===== src/rtl/if2_id_inst_buffer.sv =====
// IF2->ID instruction buffer: circular FIFO of predecoded fetch packets.
// Define IBUF_EARLY_REDIRECT_EN for early b/bl redirect with wrong-path skip.
module if2_id_inst_buffer #(
  parameter  int DEPTH  = 8,
  localparam int ADDR_W = $clog2(DEPTH)
) (
  input  logic        clk,
  input  logic        rst,
  input  logic        flush,
  input  logic        in_valid,
  input  logic [31:0] in_IR,
  input  logic [31:0] in_PC,
  input  logic [31:0] in_PC_pre,
  input  logic [1:0]  in_br_type,
  output logic        in_ready,
  output logic        out_valid,
  output logic [31:0] out_IR,
  output logic [31:0] out_PC,
  output logic [31:0] out_PC_pre,
  output logic [1:0]  out_br_type,
  input  logic        id_ready,
  output logic        pre_redirect,
  output logic [31:0] pre_target
);

  localparam logic [ADDR_W:0] FULL = (ADDR_W+1)'(DEPTH);

  logic [31:0]       ir_q  [DEPTH];
  logic [31:0]       pc_q  [DEPTH];
  logic [31:0]       pre_q [DEPTH];
  logic [1:0]        bt_q  [DEPTH];
  logic [ADDR_W-1:0] head;
  logic [ADDR_W-1:0] tail;
  logic [ADDR_W:0]   count;

  logic drop;
  logic enq;
  logic deq;

  assign in_ready  = !rst && (count != FULL);
  assign out_valid = !rst && (count != '0);

  assign enq = in_valid && in_ready && !drop && !flush;
  assign deq = out_valid && id_ready && !flush;

  always_comb begin
    out_IR      = '0;
    out_PC      = '0;
    out_PC_pre  = '0;
    out_br_type = '0;
    if (out_valid) begin
      out_IR      = ir_q[head];
      out_PC      = pc_q[head];
      out_PC_pre  = pre_q[head];
      out_br_type = bt_q[head];
    end
  end

  always_ff @(posedge clk) begin
    if (rst) begin
      head  <= '0;
      tail  <= '0;
      count <= '0;
      for (int i = 0; i < DEPTH; i++) begin
        ir_q[i]  <= '0;
        pc_q[i]  <= '0;
        pre_q[i] <= '0;
        bt_q[i]  <= '0;
      end
    end else if (flush) begin
      head  <= '0;
      tail  <= '0;
      count <= '0;
    end else begin
      if (enq) begin
        ir_q[tail]  <= in_IR;
        pc_q[tail]  <= in_PC;
        pre_q[tail] <= in_PC_pre;
        bt_q[tail]  <= in_br_type;
        tail        <= tail + ADDR_W'(1);
      end
      if (deq)
        head <= head + ADDR_W'(1);
      unique case ({enq, deq})
        2'b10:   count <= count + 1'b1;
        2'b01:   count <= count - 1'b1;
        default: count <= count;
      endcase
    end
  end

`ifdef IBUF_EARLY_REDIRECT_EN

  typedef enum logic {NORMAL, SKIP} state_t;

  state_t      state;
  state_t      state_nxt;
  logic [31:0] target;
  logic        redir_q;
  logic        hit;
  logic        trig;

  always_ff @(posedge clk) begin
    if (rst) state <= NORMAL;
    else     state <= state_nxt;
  end

  always_comb begin
    state_nxt = state;
    if (flush) begin
      state_nxt = NORMAL;
    end else begin
      unique case (state)
        NORMAL: if (trig) state_nxt = SKIP;
        SKIP:   if (hit)  state_nxt = trig ? SKIP : NORMAL;
        default:          state_nxt = NORMAL;
      endcase
    end
  end

  // wrong-path packets are consumed but never enqueued while skipping
  always_comb begin
    drop = (state == SKIP) && in_valid && (in_PC != target);
    hit  = (state == SKIP) && in_valid && in_ready && (in_PC == target);
    trig = in_valid && in_ready && !flush && !drop
        && (in_br_type == 2'b10);
  end

  always_ff @(posedge clk) begin
    if (rst) begin
      redir_q <= 1'b0;
      target  <= '0;
    end else begin
      redir_q <= trig;
      if (trig) target <= in_PC_pre;
    end
  end

  assign pre_redirect = !rst && redir_q;
  assign pre_target   = rst ? '0 : target;

`else

  assign drop         = 1'b0;
  assign pre_redirect = 1'b0;
  assign pre_target   = '0;

`endif

endmodule

===== config.mk =====
export PLATFORM = sky130hd
export DESIGN_NAME = if2_id_inst_buffer
export DESIGN_NICKNAME = d
export VERILOG_FILES = /design/src/rtl/if2_id_inst_buffer.sv
export SDC_FILE = /design/constraint.sdc
export NUM_CORES = 1
export LEC_CHECK = 0
export CELL_PAD_IN_SITES_DETAIL_PLACEMENT = 1
export CELL_PAD_IN_SITES_GLOBAL_PLACEMENT = 2
export CORE_MARGIN = 2
export CORE_UTILIZATION = 43
export DETAILED_ROUTE_END_ITERATION = 8
export PLACE_DENSITY = 0.85
export SYNTH_ARGS = -nofsm -noshare
export SYNTH_HDL_FRONTEND = slang
export SYNTH_SLANG_ARGS = --single-unit

===== constraint.sdc =====
create_clock -name clk -period 9.5 [get_ports clk]
set_input_delay 1.9 -clock clk [delete_from_list [all_inputs] [get_ports clk]]
set_output_delay 1.9 -clock clk [all_outputs]
set_load 0.02 [all_outputs]

# Word-level counts from Yosys, hierarchy flattened
# Memories as Yosys holds them, arrays and structs flattened. A register that Yosys moved wholly into a read port is not among the register bits.
# Index checks and enable logic that the tools add are counted.
# word_totals
ff_bits	10
word_cells	60
ram_bits	784
in_bits	103
out_inout_bits	133
memories	4
# op_classes
muxes	31
eq_ne	3
n_addsub	4
n_reduce_logical	15
# memory_table
name	depth	word_bits	read_ports	rd_ports_with_merged_regs	write_ports	line	source
ir_q	8	32	1	1	8	28	logic [31:0] ir_q [DEPTH];
pc_q	8	32	1	1	8	29	logic [31:0] pc_q [DEPTH];
pre_q	8	32	1	1	8	30	logic [31:0] pre_q [DEPTH];
bt_q	8	2	1	1	8	31	logic [1:0] bt_q [DEPTH];
# op_table
operator	count
two-way mux 32 bit	6
OR reduction 32 bit	3
two-way mux 3 bit	12
two-way mux 1 bit	10
case mux 4 bit (2 select lines)	1
adder 3 x 1 -> 3 bit (second input constant)	2
logical AND 1 bit	6
adder 4 x 1 -> 4 bit (second input constant)	1
two-way mux 2 bit	2
!= test 4 bit (second input constant)	1
nonzero test 4 bit	1
OR reduction 2 bit	2
subtractor 4 x 1 -> 4 bit (second input constant)	1
equality test 2 x 1 -> 1 bit (second input constant)	1
equality test 2 bit (second input constant)	1
logical NOT 1 bit	2
nonzero test 2 bit	1

# Depth between registers and ports, before layout
# logic_depth
depth_word	10
ltp_mapped	11
depth_no_buf	9

# Least setup slack after synthesis
# Ideal clock, no wire load.
# synth_timing
kind	in2reg
start	input port in_valid
end	memory bt_q[6][0], enable pin
path_buffers	2
arrival_ps	7163
t_required_ps	8925
setup_ps	575
path_stages	5
setup_slack_ps	1763
path_cell_list	nand2_4 > buf_6 > or3_4 > buf_4 > o21bai_1
# synth_rtl
element	line	source
start, declared	10	input logic in_valid,
end, declared	31	

# Final worst setup path
# layout_timing
start	input port rst
end	output port out_PC_pre[5]
# layout_between
elab_chain_len	3
# layout_lines
element	line	source
start, declared	8	input logic rst,
logical NOT 1 bit	41	assign out_valid = !rst && (count != '0);
logical AND 1 bit	41	
two-way mux 32 bit	51	if (out_valid) begin
end, declared	19	output logic [31:0] out_PC_pre,
# No other way between the ends.

==> flow_metrics.tcl <==
set metrics [dict create \
    drtPass1Iterations 5 \
    cp.arrival_ps 4990 \
    first_global_vias 23000 \
    ioPinCount 236 \
    numCtsBuffers 84 \
    min_from "count[3]$_SDFFE_PP0P_" \
    ant_nets 0 \
    synth-simple-area-share_pct 13.4 \
    clk_latency_ps 650 \
    grt.met2_usage_pct 40.8 \
    fin_crit_sh_pct 72.5 \
    crit_path_end_kind "output port" \
    worst_pin_slew_ps 1070 \
    reg2reg_from "count[1]$_SDFFE_PP0P_" \
    numPortBuffers 202 \
    via_per_inst 5.59 \
    syn2layout_area_growth_pct 15.9 \
    power_density_nw_per_um2 189 \
    cts_resized 0 \
    synth_cell_types 35 \
    root_buffer "clkbuf_16" \
    final-hold-violation-count 0 \
    cp-start-kind "input port" \
    synth_seq_cells 797 \
    grtUsageTotal_pct 23.5 \
    multiInputGateArea_um2 10700 \
    nets 2704 \
    start_util_pct 43.2 \
    die_area_um2 84600 \
    run_status "finished, final reports clean" \
    grt_pass1_wl_mm 147 \
    avgSynthCellArea_um2 14.5 \
    crit_family "buffers and inverters" \
    wl_mm 99.2 \
    startpoint "rst" \
    vias 20900 \
    critPathMaxFanout 53 \
    synthArstFlopShare_pct 0 \
    setup_tns_ps 0 \
    final_common_cell "edfxtp_1" \
    vdd_drop_max_mv 0.136 \
    synth_xor_area_share_pct 0.148 \
    skew_ps 27.8 \
    yosysTopAreaCell "edfxtp_1" \
    rsz0062_at_grt "false" \
    place.gp.congestion 0.738 \
    rows 105 \
    slew_violations 0 \
    p_leak_nw 13.4 \
    fp.dieW_um 291 \
    cts_setup_buffers 0 \
    synth_edf_count 784 \
    syn_area_um2 35400 \
    synth-adder-area-share_pct 0.233 \
    ctsHoldBuffers 0 \
    grt_overflow_total 0 \
    synth_top_family_by_area "multiplexers" \
    grt_antenna_before_repair 12 \
    grtUsageMet3_pct 3.52 \
    top_usage_layer "met2" \
    cp_data_required_time_ps 7600 \
    drc 0 \
    h-tree-depth 3 \
    mostFrequentLayoutCells "edfxtp_1 (784), nor2_1 (710), clkdlybuf4s50_1 (202)" \
    grtUsageMet1_pct 30.5 \
    critPathBufInv 3 \
    die_h_um 291 \
    setup_slack_ps 2610 \
    drive_above_1_share_pct 14.6 \
    synthMuxAreaShare_pct 15.3 \
    dp_hpwl_mm 53.6 \
    worstSetupPathType "in -> out" \
    hold_path_class "reg -> reg" \
    yosysSeqAreaShare_pct 67.2 \
    relSlewSlack_pct 28.3 \
    synthCells 2437 \
    crit_path_max_incr_delay_ps 950 \
    slowest_stage "clkdlybuf4s50_1" \
    setup_viol_count_final 0 \
    drt-initial-drc-count 1659 \
    fmax_ghz 0.145 \
    grt_max_degree 109 \
    n_fill_cell 7906 \
    ys_warn_count 0 \
    crit_path_frequent_cell "clkdlybuf4s50_1" \
    synth_top_cell_area_share_pct 66.5 \
    cap_viol_max_count 0 \
    path_cells "clkdlybuf4s50_1 -> or2_4 -> buf_4 -> nor2_1 -> clkdlybuf4s50_1" \
    clk_pin_slew_worst_paths_ps 60 \
    period_needed_ps 6890 \
    seq_area_um2 23800 \
    cts.sinks 797 \
    synth-compound-area-share_pct 0.308 \
    dp_slack_ps 2570 \
    routedWlPerCell_um 26.6 \
    clockBufferDepth 3 \
    tritoncts "yes" \
    synth_ff_type "edfxtp_1" \
    synthTopCellsByArea "edfxtp_1 (67%), mux4_2 (12%), nor2_1 (7.6%)" \
    core-area_um2 81800 \
]
[layout make-up]
class / instances / area share [%]
Tap cell: 1070 / 3.26
Sequential cell: 797 / 58.1
Clock buffer: 103 / 5.35
Clock inverter: 48 / 1.38
Timing Repair Buffer: 246 / 5.89
Inverter: 6 / 0.0549
Multi-Input combinational cell: 1460 / 26.0
Antenna cell: 3 / 0.0183
[Yosys cell counts, drive strengths merged, types with 2 or more instances]
master	count
a21oi	4
and2	187
buf	144
clkbuf	62
dfxtp	13
edfxtp	784
ha	5
inv	6
mux2i	99
mux4	196
nand2	178
nand2b	3
nand3	4
nor2	712
nor4	9
o21bai	8
or2	4
or3	4
xnor2	2
xor2	4
[per-layer routing]
metal / vias to the layer above / part of all wire (%)
met5: - / 0.093
met4: 14 / 2.5
met3: 169 / 5.9
met2: 721 / 51
met1: 10900 / 40
li1: 9043 / -
[path summary, 6_finish.rpt]
path / slack, ps / cells past startpoint / to
worst max register to register: 5340 / 6 / pre_q[0][28]$_SDFFCE_PN0P_
worst min register to register: 510 / 2 / count[3]$_SDFFE_PP0P_
worst min-delay path: 510 / 2 / count[3]$_SDFFE_PP0P_
worst max-delay path: 2610 / 5 / out_PC_pre[5]
[sequential cells by signal (all words and copies together) (netlist names), named ones only]
register,flops
tail,3
pre_q,256
bt_q,16
pc_q,256
ir_q,256
head,3
count,4
[logic make-up after synthesis]
family / count (synthesis)
fa+ha+maj: 6
flops: 797
other cells: 1
mux: 295
buf+inv: 212
simple gates: 1104
xor+xnor: 6
compound gates: 16
[where the power goes]
group	internal (mW)	switching (mW)	leakage, nW	total, mW
logic	0.132	0.270	3.87	0.402
clock network	1.92	1.39	1.32	3.32
registers	3.99	0.0393	8.22	4.03
[metrics by stage]
| stage | instances | total power, mW | area, um^2 | utilization [%] | hold slack, ps |
|---|---|---|---|---|---|
| 2_1_floorplan | 2469 | 4.33 | 35500 | - | 469 |
| 3_3_place_gp | 3579 | 4.49 | 38300 | 46.7 | 493 |
| 3_5_place_dp | 3579 | 4.51 | 38300 | 46.7 | 501 |
| 4_1_cts | 3730 | 7.81 | 41000 | 50.1 | 509 |
| 5_1_grt | 3733 | 7.96 | 41000 | 50.1 | 543 |
| 6_report | 3733 | 7.75 | 41000 | 50.1 | 513 |
[worst reg2reg max path, stage by stage (launching register included)]
cell and delay [ps]:
dfxtp_1 360, or4b_4 630, nand2_4 250, or3_4 530, buf_4 840, buf_4 1010
nor2_1 230
(Power assumes the default switching activity.)
